[config.mk]
export PLATFORM = sky130hd
export DESIGN_NAME = alu_chk_misr
export DESIGN_NICKNAME = d
export VERILOG_FILES = /design/src/rtl/alu_chk_pkg.sv /design/src/rtl/alu_chk_misr.sv
export SDC_FILE = /design/constraint.sdc
export NUM_CORES = 1
export LEC_CHECK = 0
export ABC_AREA = 1
export CAP_MARGIN = 10
export CORE_UTILIZATION = 44
export DETAILED_ROUTE_END_ITERATION = 8
export MAX_ROUTING_LAYER = met4
export PLACE_DENSITY_LB_ADDON = 0.15
export SLEW_MARGIN = 20
export SYNTH_ARGS = -nofsm -noshare
export SYNTH_HDL_FRONTEND = slang
export SYNTH_SLANG_ARGS = --single-unit
export TNS_END_PERCENT = 30
[constraint.sdc]
create_clock -name clk -period 0.9 [get_ports clk]
set_input_delay 0.18 -clock clk [delete_from_list [all_inputs] [get_ports clk]]
set_output_delay 0.18 -clock clk [all_outputs]
set_load 0.01 [all_outputs]
[src/rtl/alu_chk_pkg.sv]
// rtl/alu_chk_pkg.sv - shared types and constants for the ALU NOT-path checker
package alu_chk_pkg;

  typedef enum logic [1:0] {
    IDLE = 2'd0,
    RUN  = 2'd1,
    DONE = 2'd2
  } state_e;

  localparam logic [15:0] SIG_POLY = 16'h1021;
  localparam logic [15:0] SIG_SEED = 16'hFFFF;

  // One MISR step: shift left with polynomial feedback from the MSB, then fold in data.
  function automatic logic [15:0] misr_step(input logic [15:0] sig, input logic [15:0] din);
    return ({sig[14:0], 1'b0} ^ (sig[15] ? SIG_POLY : 16'h0000)) ^ din;
  endfunction

endpackage

[src/rtl/alu_chk_misr.sv]
// rtl/alu_chk_misr.sv - 16-bit MISR compacting accepted results into a signature
import alu_chk_pkg::*;

module alu_chk_misr #(
  parameter int WIDTH = 4
) (
  input  logic             clk,
  input  logic             rst_n,
  input  logic             load,
  input  logic             en,
  input  logic [WIDTH-1:0] data,
  output logic [15:0]      sig
);

  logic [15:0] data_ext;

  assign data_ext = 16'(data);

  // Seed load wins over shift so a restart always begins from a known state.
  always_ff @(posedge clk or negedge rst_n) begin
    if (!rst_n) begin
      sig <= SIG_SEED;
    end else if (load) begin
      sig <= SIG_SEED;
    end else if (en) begin
      sig <= misr_step(sig, data_ext);
    end
  end

endmodule

==> results.yml <==
synthesis:
  mappedNetlistArea_um2: 747
  postSynthNetCount: 101
  synth.distinct_cells: 11
  ys_ff_latch: 16
  synthTopCellsByArea: "dfstp_2 (56%), nand2_1 (17%), inv_1 (8.5%)"
  number_of_flops_mapped_to_enable_cells_by_yosys: 0
  synth_top_area_share_pct: 56.3
  synth_warnings: 0
  yosysSeqAreaShare_pct: 56.3
  synthMostInstantiatedCell: "nand2_1"
  synth_top_cell_by_area: "dfstp_2"
  post_synthesis_instance_total: 93
  synthTopCellsByCount: "nand2_1 (33), inv_1 (17), dfstp_2 (16)"
  synth-async-reset-ratio_pct: 100
  most_instantiated_flip_flop_cell_in_the_synthesis_netlist: "dfstp_2"
  synth_area_per_cell_um2: 8.03
die:
  starting_density_pct: 48.5
  die_w_um: 43.2
  placementRows: 14
  io_pins: 24
  design.die.area_um2: 1870
  core_area_um2: 1540
  die_h_um: 43.2
cts:
  clock_tree.buffer_depth: 2
  cts_htree_levels: 1
  clk_latency_ns: 0.28
  clock_tree_root_buffer_cell: "clkbuf_4"
  hold_buffers: 0
  cts_tree: "done"
  clkSinkCount: 16
  path_clk_slew_ns: 0.09
  number_of_buffers_created_by_cts: 3
place:
  post-place-ws_ns: -0.432
  dp_hpwl_mm: 1.43
  place_area_um2: 1150
  gp_routability_congestion: 0.793
  port_buffers: 23
critical_path:
  slowest_cell_on_the_critical_path: "dfstp_2"
  endpoint_kind: "output pin"
  cp_data_arrival_time_ns: 0.95
  critPathMaxFanout: 2
  worstPathCellList: "buf_6"
  critPathTopFamily: "flip-flops"
  worst_endpoint_required_time_ns: 0.72
  critical_path_class: "reg -> out"
  cp_num_buf_inv: 1
  timing.critical_path.from_type: "register"
  worst_path_largest_cell_delay_ns: 0.56
layout:
  syn_to_final_growth_pct: 65.8
  largest_register: "sig"
  largest_register_ffs: 16
  largest_registers: "sig (16)"
  n_antenna_cell: 0
  register_area_um2: 420
  multi_input_area_um2: 264
  post_route_cells_drive_above_1_share_pct: 46.4
  filler_cell_count: 105
  num-nets-final: 148
  design_area_um2: 1240
sta:
  clock.fmax_ghz: 0.889
  max_slew.worst_pin.slew_ns: 0.267
  post-route-min-period_ns: 1.13
  finalHoldViolCount: 0
  report.final.slew_viol_count: 0
  slew_headroom_pct: 82.2
  fin_skew_ns: 0.00458
  fin_ws_ns: -0.225
  timing.final.setup_violations: 23
  final.period_utilization_pct: 125
  unrepaired_setup_endpoints_after_global_routing: "true"
global_route:
  grtUsageTotal_pct: 22.9
  globalRouteOverflowTotal: 0
  number_of_global_route_vias_before_repair: 686
  first_pass_grt_wire_length_mm: 3.07
  grt_antenna_before_repair: 0
  grt_start_max_net_pins: 17
flow_run:
  max_cap_check_violation_count: 0
detailed_routing:
  dr_pass1_iterations: 4
  dr.first_iter.drc_count: 15
  detailroute.via_count: 738
  route.antenna.remaining_nets: 0
  postRouteWirelength_mm: 1.86
  wl_per_cell_um: 12.1
  drc: 0
  drt-vias-per-instance: 4.79
worst_hold_path:
  hold_path.class: "in -> reg"
run_status:
  failed_checks: "setup timing"
  outcome: "complete, but fails checks"
power:
  power_per_cell_area_nw_per_um2: 1360
  maximum_resistive_drop_on_vdd_v: 0.00127
  power.static_leakage_nw: 0.645
[cell type report]
| class | count | area share, % |
|---|---|---|
| Timing Repair Buffer | 44 | 35.7 |
| Sequential cell | 16 | 33.9 |
| Multi-Input combinational cell | 57 | 21.3 |
| Inverter | 18 | 5.66 |
| Clock buffer | 3 | 1.82 |
| Tap cell | 16 | 1.62 |
[path summary, 6_finish.rpt]
| path | startpoint | end | slack [ns] | cells past startpoint |
|---|---|---|---|---|
| min reg2reg | sig[6] | sig[6] | 0.53 | 2 |
| min | load | sig[15] | 0.36 | 4 |
| max reg2reg | sig[1] | sig[2] | -0.11 | 6 |
| max in group asynchronous | rst_n | sig[13] | 0.47 | 2 |
| max | sig[1] | sig[1] | -0.23 | 1 |
| min in group asynchronous | rst_n | sig[11] | 0.40 | 2 |
[through the flow]
stage,cells,util [%],power [mW],setup TNS (ns),hold WS [ns]
after global routing,154,80.4,1.77,-4.82,0.392
final,154,80.4,1.68,-3.89,0.362
after floorplan,93,-,0.994,0,0.0322
after global placement,149,74.9,1.26,-10.11,0.485
after detailed placement,149,74.9,1.27,-10.74,0.521
after CTS,154,78.7,1.67,-4.00,0.366
[layout by cell type, fill, tap and decap left out, drive strengths merged]
cell	instances
a21oi	10
clkdlybuf4s50	5
o21ai	6
nand2	33
nor2	3
clkbuf	3
buf	37
dlygate4sd2	2
inv	18
nand3	4
dfstp	16
o22ai	1
[power by group]
part           internal [mW]  switching [mW]  leakage (nW)
Clock                  0.155           0.217        0.0138
Combinational          0.255           0.201         0.462
Sequential             0.810          0.0400         0.169
Total                   1.22           0.458         0.645
[cells by family after synthesis]
group	share of synthesized area (%)
AND/OR/NAND/NOR	21.8
buffers and inverters	10.4
flip-flops	56.3
AO/OA/AOI/OAI	11.6
[repair_timing]
action,CTS,global route
resized for setup,87,10
endpoints found under the hold margin,0,0
gates cloned,0,0
setup endpoints to repair,29,28
pin swaps,0,3
setup buffers,2,0
[routing by layer]
metal | global-route usage [%] | wire length (um) | up-vias
met4 | 3.64 | 29 | 0
met5 | - | 0 | -
met1 | 31.7 | 826 | 333
met3 | 2.98 | 83 | 4
li1 | - | - | 377
met2 | 36.7 | 922 | 24
(Power assumes the default switching activity.)
